[src/rtl/cutoff_cv_expo.sv]
// Cutoff CV to filter coefficient: piecewise-linear 2^x, clamp, slew.
// One conversion per sample_clk rising edge, multi-cycle on clk.
module cutoff_cv_expo #(
  parameter int W        = 16,
  parameter int G_MIN    = 8,
  parameter int G_MAX    = 24576,
  parameter int SLEW_MAX = 512
) (
  input  logic                clk,
  input  logic                rst,
  input  logic                sample_clk,
  input  logic signed [W-1:0] cv_in,
  output logic [W-1:0]        g_out,
  output logic                g_valid,
  output logic                overrun
);

  typedef enum logic [1:0] {
    IDLE,
    MANT,
    SHIFT,
    SLEW
  } state_t;

  localparam logic signed [W+1:0] BIAS =
    (W+2)'(16384);
  localparam logic signed [W+1:0] UMAX =
    (W+2)'(32767);
  localparam logic [W:0] HALF =
    (W+1)'(G_MAX / 2);
  localparam logic [W:0] GMAXV =
    (W+1)'(G_MAX);
  localparam logic signed [W:0] SL =
    (W+1)'(SLEW_MAX);

  state_t state_q, state_n;

  logic          sclk_q;
  logic          edge_w;
  logic [14:0]   u_q, u_n, u_c;
  logic [W:0]    m_q, m_n;
  logic [3:0]    cnt_q, cnt_n;
  logic [W-1:0]  g_q, g_n;
  logic          vld_q, vld_n;
  logic          ovr_q, ovr_n;

  logic signed [W+1:0] sum;
  logic [W+11:0]       prod;
  logic [W:0]          tgt;
  logic signed [W:0]   tgt_s;
  logic signed [W:0]   cur_s;
  logic signed [W:0]   up_s;
  logic signed [W:0]   dn_s;

  assign edge_w  = sample_clk & ~sclk_q;
  assign g_out   = g_q;
  assign g_valid = vld_q;
  assign overrun = ovr_q;

  // FSM state register
  always_ff @(posedge clk) begin
    if (rst) state_q <= IDLE;
    else     state_q <= state_n;
  end

  // Datapath and edge-detect registers
  always_ff @(posedge clk) begin
    if (rst) begin
      sclk_q <= 1'b0;
      u_q    <= '0;
      m_q    <= '0;
      cnt_q  <= '0;
      g_q    <= W'(G_MIN);
      vld_q  <= 1'b0;
      ovr_q  <= 1'b0;
    end else begin
      sclk_q <= sample_clk;
      u_q    <= u_n;
      m_q    <= m_n;
      cnt_q  <= cnt_n;
      g_q    <= g_n;
      vld_q  <= vld_n;
      ovr_q  <= ovr_n;
    end
  end

  // Next-state, exponential mapping, saturation and slew
  always_comb begin
    state_n = state_q;
    u_n     = u_q;
    m_n     = m_q;
    cnt_n   = cnt_q;
    g_n     = g_q;
    vld_n   = 1'b0;
    ovr_n   = edge_w && (state_q != IDLE);

    sum = $signed({{2{cv_in[W-1]}}, cv_in})
        + BIAS;
    if (sum[W+1])
      u_c = '0;
    else if (sum > UMAX)
      u_c = 15'h7fff;
    else
      u_c = sum[14:0];

    prod = (W+12)'(G_MIN)
         * {{W{1'b0}}, 1'b1, u_q[10:0]};

    tgt   = (m_q > GMAXV) ? GMAXV : m_q;
    tgt_s = $signed(tgt);
    cur_s = $signed({1'b0, g_q});
    up_s  = cur_s + SL;
    dn_s  = cur_s - SL;

    unique case (state_q)
      IDLE: begin
        if (edge_w) begin
          u_n     = u_c;
          state_n = MANT;
        end
      end
      MANT: begin
        m_n     = (W+1)'(prod >> 11);
        cnt_n   = u_q[14:11];
        state_n = (u_q[14:11] == 4'd0)
                ? SLEW : SHIFT;
      end
      SHIFT: begin
        if (m_q > HALF) begin
          m_n     = GMAXV;
          cnt_n   = 4'd0;
          state_n = SLEW;
        end else begin
          m_n   = m_q << 1;
          cnt_n = cnt_q - 4'd1;
          if (cnt_q == 4'd1)
            state_n = SLEW;
        end
      end
      SLEW: begin
        if (SLEW_MAX == 0)
          g_n = W'(tgt);
        else if (tgt_s > up_s)
          g_n = W'(up_s);
        else if (tgt_s < dn_s)
          g_n = W'(dn_s);
        else
          g_n = W'(tgt);
        vld_n   = 1'b1;
        state_n = IDLE;
      end
      default: state_n = IDLE;
    endcase
  end

endmodule

[config.mk]
export PLATFORM = sky130hd
export DESIGN_NAME = cutoff_cv_expo
export DESIGN_NICKNAME = d
export VERILOG_FILES = /design/src/rtl/cutoff_cv_expo.sv
export SDC_FILE = /design/constraint.sdc
export NUM_CORES = 1
export LEC_CHECK = 0
export BUFFER_PORTS_ARGS = -buffer_cell sky130_fd_sc_hd__clkbuf_2
export CAP_MARGIN = 40
export CORE_ASPECT_RATIO = 1.2
export CORE_MARGIN = 2
export CORE_UTILIZATION = 42
export DETAILED_ROUTE_END_ITERATION = 16
export MAX_ROUTING_LAYER = met4
export PLACE_DENSITY_LB_ADDON = 0.05
export SYNTH_ARGS = -nofsm -noshare
export SYNTH_HDL_FRONTEND = slang
export SYNTH_SLANG_ARGS = --single-unit
[constraint.sdc]
create_clock -name clk -period 5.4 [get_ports clk]
set_input_delay 0 -clock clk [delete_from_list [all_inputs] [get_ports clk]]
set_output_delay 0 -clock clk [all_outputs]
set_load 0.02 [all_outputs]
==> metrics.txt, run 1 <==
register area share after synthesis=30.2%; most common library cell in the layout ignoring fill and taps=dfxtp_1; Routed Antenna Nets=0; Final Non-Filler Cells=513; number of synthesized flops with an enable pin=0; RSZ-0062 raised after global routing=no; maxcap violations=0; Critical Path End Type=register; Worst-Skew Late Latency=0.31 ns; worst vdd ir=0.387 mV; Worst-path clk slew=0.10 ns; Worst EP required=5.62 ns; clock buffer depth=2; Die Ht=100 µm; HPWL reported at the end of detailed placement=5810 µm; Root Buffer=clkbuf_8; leakage power figure=1.52 nW; std cell rows=35; CTS buffer count=5; Initial Utilization=42.8%; H-tree Lvls=2; Final setup viols=0; Flop pwr share=35.2%; Critical R2R Launch=m_q[6]; Buffers on Ports=36; clk sinks=49; ant diodes=0; pin count of the biggest net entering global routing=56; clock network power share=18.3%; Slew HR=50.7%; floorplan core area=0.00758 mm²; GPL Wtd Cong=0.843; Distinct cells, synth=57; crit path DAT=3.67 ns; detailed-router iteration count before antenna repair=4; Tmin final=3.45 ns; switching part of the total power=40.7%; Final Cycle Share=63.8%; critical path's top delay family=compound AO/OA/AOI/OAI gates; Clock Skews=0.0127 ns; area growth from synthesis to layout=11.1%; share of layout cells above drive strength 1=14.3%; largest stage delay on the critical path=0.52 ns; final instance area=0.00360 mm²; status=completed; fin. max-slew vios=0; Wirelength per Cell=14.6 µm; post-route DRC violation count=0; postcts setup bufs=0; Setup crit start kind=register; Final TNS setup=0 ns; GR Overflow Total=0; fmax=290 MHz; Worst Path Buf+Inv=0; prevailing post-synth register cell=dfxtp_1; ys async rst share=0%; syn_area_per_cell=8.34 µm²; HP Class=input pin to register; vias per cell=5.49; Fillers=760; die area=0.00844 mm²; initial detailed-routing violation count=155; initial antenna violation count=0; placed cells=504; logic gate share of total power=46.5%; Ports=37; slew at the pin closest to its max-slew limit=0.737 ns; first-pass GRT wire length=12600 µm; endpoints failing hold=0; Psw=0.518 mW; final wirelength=7470 µm; Worst Path Class, Setup=register to register; crit path cell chain=nor4_1, a41o_1, and3_1, ha_1, a21oi_1, o21ai_1, a2111oi_4, o31ai_1, or4_1, a311oi_2; GRT Util Overall=19.0%; layout net count=473; die width=84.2 µm; most frequent cells in the layout=dfxtp_1, inv_1, clkbuf_2, ha_1, nor2_1; CP max FO=12; min-delay src=cv_in[12]; post-synthesis cell area=0.00324 mm²; CTS tree=done; crit path from=m_q[6]; slowest CP cell=a2111oi_4; Gate Count Post-Synth=389; via count=2815; Pwr Density=353 mW/mm²; register bit total from synthesis=49; vias in the first global route=2668; Post-DP Area=0.00350 mm²; internal power=0.755 mW; Yosys warning total=0
-- synthesized netlist by cell type, drive strengths merged (2+ instances only) --
library cell	n	area (µm²)
a21oi	18	90.1
mux2	5	56.3
nor2	23	86.3
buf	3	16.3
a221oi	2	17.5
nand3	11	55.1
nor3b	7	57.6
o211ai	4	30.0
o22ai	2	12.5
nor3	14	70.1
and2	4	25.0
nand4	8	50.1
nand3b	3	22.5
dfxtp	49	981
mux2i	10	100
a22oi	2	15.0
a31oi	4	25.0
o221ai	6	52.6
a211oi	2	20.0
and3	11	68.8
nor2b	6	37.5
inv	36	135
a2111oi	3	51.3
clkbuf	15	56.3
nand2b	18	113
o21a	2	15.0
xnor2	4	35.0
nand2	19	71.3
ha	34	425
nor4	5	31.3
or3	3	18.8
a22o	9	78.8
xor2	6	52.6
o21ai	21	105
a311oi	4	41.3
o31ai	3	22.5
-- cells by family (layout without fill, tap and decap cells) --
kind of cell | count (synthesis) | after routing | synth area share, %
flip-flops | 49 | 49 | 30.2
AND/OR/NAND/NOR | 135 | 135 | 22.5
other | 1 | 4 | 0.116
multiplexers | 15 | 15 | 4.82
XOR/XNOR | 10 | 10 | 2.70
adder cells (fa/ha/maj) | 34 | 34 | 13.1
buffers and inverters | 55 | 84 | 6.52
AO/OA/AOI/OAI | 90 | 90 | 20.0
-- repair_timing --
item | CTS | global route
hold buffers | 1 | 0
resized for setup | 0 | 0
hold endpoints to repair | 2 | 0
-- layout make-up --
cell class,count,area (µm²),area share (%)
Tap cell,92,115,3.19
Multi-Input combinational cell,288,2070,57.4
Inverter,37,139,3.85
Sequential cell,49,981,27.2
Clock inverter,2,13.8,0.382
Timing Repair Buffer,39,205,5.69
Clock buffer,6,82.6,2.29
-- final timing paths --
kind                            slack (ns)   endpoint  depth (start not counted)
worst max-delay path                  1.95  g_out[15]                         10
worst min-delay path                  0.02    u_q[12]                          3
worst max register to register        1.95  g_out[15]                         10
worst min register to register        0.46    u_q[10]                          2
-- power groups by stage --
| stage | Clock (mW) | Combinational (mW) | Sequential [mW] |
|---|---|---|---|
| 6_report | 0.233 | 0.593 | 0.448 |
| 2_1_floorplan | 0 | 0.464 | 0.449 |
| 3_3_place_gp | 0 | 0.595 | 0.454 |
| 4_1_cts | 0.244 | 0.593 | 0.449 |
| 5_1_grt | 0.258 | 0.663 | 0.455 |
| 3_5_place_dp | 0 | 0.589 | 0.457 |
-- metal layers --
metal	up-vias	global-route usage (%)	routed length [µm]
met2	62	32.6	3620
met5	-	-	0
met1	1283	23.3	3380
met4	0	5.21	78
met3	8	2.71	391
li1	1462	-	-
-- per-stage QoR --
step / power [mW] / setup WS (ns) / util, % / hold WS [ns]
after global routing: 1.38 / 1.62 / 47.6 / 0.0423
after floorplan: 0.913 / 2.25 / - / 0.128
after global placement: 1.05 / 1.99 / 46.2 / 0.257
after CTS: 1.28 / 1.97 / 47.6 / 0.0127
final: 1.27 / 1.95 / 47.6 / 0.0181
after detailed placement: 1.05 / 2.00 / 46.2 / 0.259
-- worst min-delay path, stage by stage --
cell	delay (ns)
clkbuf_2	0.09
o21ai_0	0.07
a21oi_1	0.13
-- state kept, by name, summed over array words and instances (netlist names) --
signal,cells
m_q,17
g_out,16
u_q,7
cnt_q,4
state_q,2
g_valid,1
overrun,1
sclk_q,1
(Power assumes the default switching activity.)
==> run 2, diff against run 1 <==
==> constraint.sdc (replaced) <==
create_clock -name clk -period 3.4 [get_ports clk]
set_input_delay 0 -clock clk [delete_from_list [all_inputs] [get_ports clk]]
set_output_delay 0 -clock clk [all_outputs]
set_load 0.02 [all_outputs]
==> run 2 against run 1 <==
Against the previous run:
- global-route usage increased by 1.1 points
- non-clock buffer count rose by 20
- via count up 5.9%
- final area grew 8.1%
- wire length increased by 9.9%
- core utilization up 3.9 points
- cell count up 4.1%
- largest cell class unchanged
==> metrics.txt, run 2 (same netlist as run 1, synthesis figures left out) <==
most frequent cells in the layout=dfxtp_1, inv_1, clkbuf_2, ha_1, nor2_1; Critical Path End Type=register; Post-DP Area=0.00361 mm²; hold endpoint=u_q[12]; Hold Slack=0.0138 ns; vias in the first global route=2810; crit path DAT=3.43 ns; Wirelength per Cell=15.4 µm; CTS buffer count=5; internal power=1.26 mW; die area=0.00844 mm²; Buffers on Ports=36; clk sinks=49; Psw=0.872 mW; Largest register FFs=17; Root Buffer=clkbuf_8; maxcap violations=0; slowest CP cell=or4_1; most common library cell in the layout ignoring fill and taps=dfxtp_1; Reg2Reg Capture Point=g_out[15]; CTS tree=done; HPWL reported at the end of detailed placement=6030 µm; Final Non-Filler Cells=534; final wirelength=8210 µm; HP Class=input pin to register; Slew HR=53.4%; largest stage delay on the critical path=0.53 ns; detailed-router iteration count before antenna repair=5; Pwr Density=547 mW/mm²; Routed Antenna Nets=0; floorplan core area=0.00758 mm²; initial antenna violation count=0; clock buffer depth=2; depth of the worst hold-timing path=3; Final Core Density=51.4%; Largest Register=m_q; GRT Util Overall=20.1%; FF-to-FF setup slack=0.20 ns; clock network power share=16.8%; Clock Skews=0.0110 ns; share of layout cells above drive strength 1=19.7%; ant diodes=0; Die Ht=100 µm; Initial Utilization=42.8%; GPL Wtd Cong=0.886; Worst EP required=3.63 ns; placed cells=516; via count=2981; slew at the pin closest to its max-slew limit=0.697 ns; overall power=2.13 mW; H-tree Lvls=2; crit path cell chain=nor4_4, a41o_2, buf_4, nand3_1, inv_1, ha_1, a21oi_1, o21ai_0, a41oi_2, nor2b_1, or4_1, a311oi_2; std cell rows=35; Critical R2R Launch=m_q[2]; Final Cycle Share=94.0%; die width=84.2 µm; final instance area=0.00390 mm²; Worst Path Class, Setup=register to register; post-route DRC violation count=0; layout net count=494; min-delay src=cv_in[12]; Worst-path clk slew=0.10 ns; status=completed; area growth from synthesis to layout=20.2%; vias per cell=5.58; Tmin final=3.20 ns; Setup crit start kind=register; worst vdd ir=0.348 mV; logic gate share of total power=49.5%; initial detailed-routing violation count=171; Worst-Skew Late Latency=0.31 ns; Ports=37; Final setup viols=0; Flop pwr share=33.7%; GR Overflow Total=0; switching part of the total power=40.9%; endpoints failing hold=0; CP max FO=6; reg2reg path depth=12; fin. max-slew vios=0; first-pass GRT wire length=13200 µm; pin count of the biggest net entering global routing=46; leakage power figure=1.66 nW; fmax=313 MHz
[run 2: changes by cell type in the layout (fill, tap and decap cells not counted), sizes merged]
| cell | change |
|---|---|
| inv | +1 |
| buf | +17 |
| dlygate4sd3 | +2 |
| a41o | +1 |
| clkinv | -1 |
| bufbuf | +1 |
[run 2: cell type report]
type	instances	area (µm²)
timing repair buffer	59	402
sequential	49	985
tap	92	115
multi-input combinational	289	2170
inverter	37	139
fill	750	3680
clock inverter	2	13.8
clock buffer	6	72.6
[run 2: critical path, delay by kind of cell (launching register included)]
kind	cells	cell delay, ns
flip-flops	1	0.37
AND/OR/NAND/NOR	4	1.09
AO/OA/AOI/OAI	5	1.16
buffers and inverters	2	0.24
adder cells (fa/ha/maj)	1	0.26
[run 2: repair_timing]
item,in CTS,in global routing
gates resized for setup,1,16
buffers inserted,0,5
hold buffers,3,0
endpoints found under the setup margin,12,16
gates cloned,0,2
pin swaps,0,7
endpoints found under the hold margin,2,0
[run 2: worst max path at each step]
stage	from	end	depth (start not counted)
after global placement	m_q[3]	g_out[15]	10
final	m_q[2]	g_out[15]	12
after floorplan	m_q[11]	g_out[15]	11
after global routing	m_q[10]	g_out[0]	13
after detailed placement	m_q[3]	g_out[15]	10
after CTS	m_q[3]	g_out[15]	10
[run 2: layer usage]
metal | track usage [%] | wire (µm) | vias up
met4 | 5.83 | 116 | 0
met2 | 33.8 | 4120 | 63
met1 | 25.3 | 3660 | 1404
met5 | - | 0 | -
met3 | 2.80 | 317 | 10
li1 | - | - | 1504
[run 2: power by group through the flow]
stage,clock network [mW],registers (mW),logic (mW)
2_1_floorplan,0,0.714,0.737
3_3_place_gp,0,0.721,0.965
3_5_place_dp,0,0.724,0.964
4_1_cts,0.371,0.711,0.976
5_1_grt,0.392,0.730,1.18
6_report,0.358,0.718,1.05
[run 2: per-stage QoR]
step | setup TNS [ns] | setup slack [ns]
detailed placement | -0.110 | -0.0399
CTS | 0 | 0.0311
global placement | 0 | 0.0586
floorplan | 0 | 0.247
global route | -0.0603 | -0.0281
finish | 0 | 0.204
==> run 3, diff against run 2 <==
==> constraint.sdc (replaced) <==
create_clock -name clk -period 3.4 [get_ports clk]
set_input_delay 0.34 -clock clk [delete_from_list [all_inputs] [get_ports clk]]
set_output_delay 0.34 -clock clk [all_outputs]
set_load 0.02 [all_outputs]
==> run 3 against run 2 <==
Against the previous run:
- worst hold slack improved by 0.27 ns
- die area is the same
- global-route usage decreased by 0.11 points
- power down 0.70%
- sequential power decreased by 0.8%
- non-clock buffer count is 8 lower
- wire length down 2.4%
- via count fell by 0.81%
- setup slack worse by 0.078 ns
- sequential share of layout area up 0.78 points
- highest routed layer unchanged
==> metrics.txt, run 3 (same netlist as run 1, synthesis figures left out) <==
worst vdd ir=0.370 mV; Final Core Density=49.7%; Worst EP required=3.63 ns; Pwr Density=562 mW/mm²; Final Cycle Share=96.3%; pin count of the biggest net entering global routing=34; vias per cell=5.62; std cell rows=35; most common library cell in the layout ignoring fill and taps=dfxtp_1; area growth from synthesis to layout=16.1%; Final setup viols=0; Final TNS setup=0 ns; largest stage delay on the critical path=0.50 ns; GPL Wtd Cong=0.899; crit path cell chain=nor4_2, a41o_2, and3_1, ha_1, a211oi_2, nor2_1, a2111oi_4, buf_4, a2111oi_2, or4_1, a311oi_2; initial detailed-routing violation count=184; post-route DRC violation count=0; fin. max-slew vios=0; clock buffer depth=2; Initial Utilization=42.8%; floorplan core area=0.00758 mm²; Critical Path End Type=register; placed cells=516; initial antenna violation count=0; endpoints failing hold=0; most frequent cells in the layout=dfxtp_1, inv_1, clkbuf_2, ha_1, nor2_1; CP max FO=6; Worst-path clk slew=0.10 ns; Setup WS post-layout=0.126 ns; slew at the pin closest to its max-slew limit=0.729 ns; fmax=305 MHz; Clock Skews=0.00851 ns; vias in the first global route=2740; Worst-Skew Late Latency=0.31 ns; Die Ht=100 µm; GRT Util Overall=20.0%; Worst Path Buf+Inv=1; HPWL reported at the end of detailed placement=6070 µm; layout net count=486; crit path DAT=3.50 ns; Setup crit start kind=register; Worst Path Class, Setup=register to register; Hold Slack=0.288 ns; first-pass GRT wire length=13300 µm; Wirelength per Cell=15.2 µm; ant diodes=0; reg2reg path depth=11; depth of the worst hold-timing path=2; Root Buffer=clkbuf_8; H-tree Lvls=2; maxcap violations=0; overall power=2.12 mW; via count=2957; detailed-router iteration count before antenna repair=4; status=completed; final instance area=0.00377 mm²; Buffers on Ports=36; critical path's top delay family=simple AND/OR/NAND/NOR gates; slowest CP cell=or4_1; critical path depth in cells=11; Largest register FFs=17; GR Overflow Total=0; Ports=37; CTS tree=done; die area=0.00844 mm²; clk sinks=49; Slew HR=51.2%; share of layout cells above drive strength 1=18.2%; die width=84.2 µm; final wirelength=8010 µm; Fillers=766; HP Class=input pin to register; Post-DP Area=0.00360 mm²; Tmin final=3.27 ns; leakage power figure=1.59 nW; worst slack, placed=0.0399 ns; CTS buffer count=5; Largest Register=m_q; Final Non-Filler Cells=526; Routed Antenna Nets=0
run 3: changes by cell type in the layout (fill, tap and decap cells not counted), moves of 2 or more:
cell / change
nor4_2: +3
buf_4: -3
dlygate4sd3_1: -3
dfxtp_1: +3
nor4_4: -3
dfxtp_2: -3
clkbuf_8: +2
run 3: per-layer routing:
| metal | part of all wire (%) | track usage [%] | wire length (µm) |
|---|---|---|---|
| met5 | 0 | - | 0 |
| met2 | 48 | 32.4 | 3840 |
| met1 | 46 | 25.9 | 3680 |
| met3 | 3.9 | 2.55 | 309 |
| met4 | 2.3 | 6.70 | 184 |
run 3: repair_timing:
item | CTS | global route
buffers inserted | 0 | 1
endpoints found under the setup margin | 0 | 16
resized for setup | 0 | 8
hold buffers | 0 | 0
run 3: final cells by class:
type	instances	area [µm²]	area share [%]
inverters	37	139	3.69
repair buffers	51	305	8.11
flip-flops and latches	49	981	26.0
multi-input cells	289	2120	56.3
clock buffers	7	96.3	2.56
clock inverters	1	8.76	0.233
well taps	92	115	3.06
run 3: report_power, final:
group / switching, mW / internal [mW]
registers: 0.0712 / 0.641
clock network: 0.209 / 0.188
logic: 0.572 / 0.433
run 3: path summary, 6_finish.rpt:
path / start / endpoint / slack [ns]
max: m_q[11] / g_out[15] / 0.13
min: sample_clk / sclk_q / 0.29
max reg2reg: m_q[11] / g_out[15] / 0.13
min reg2reg: u_q[9] / u_q[9] / 0.46
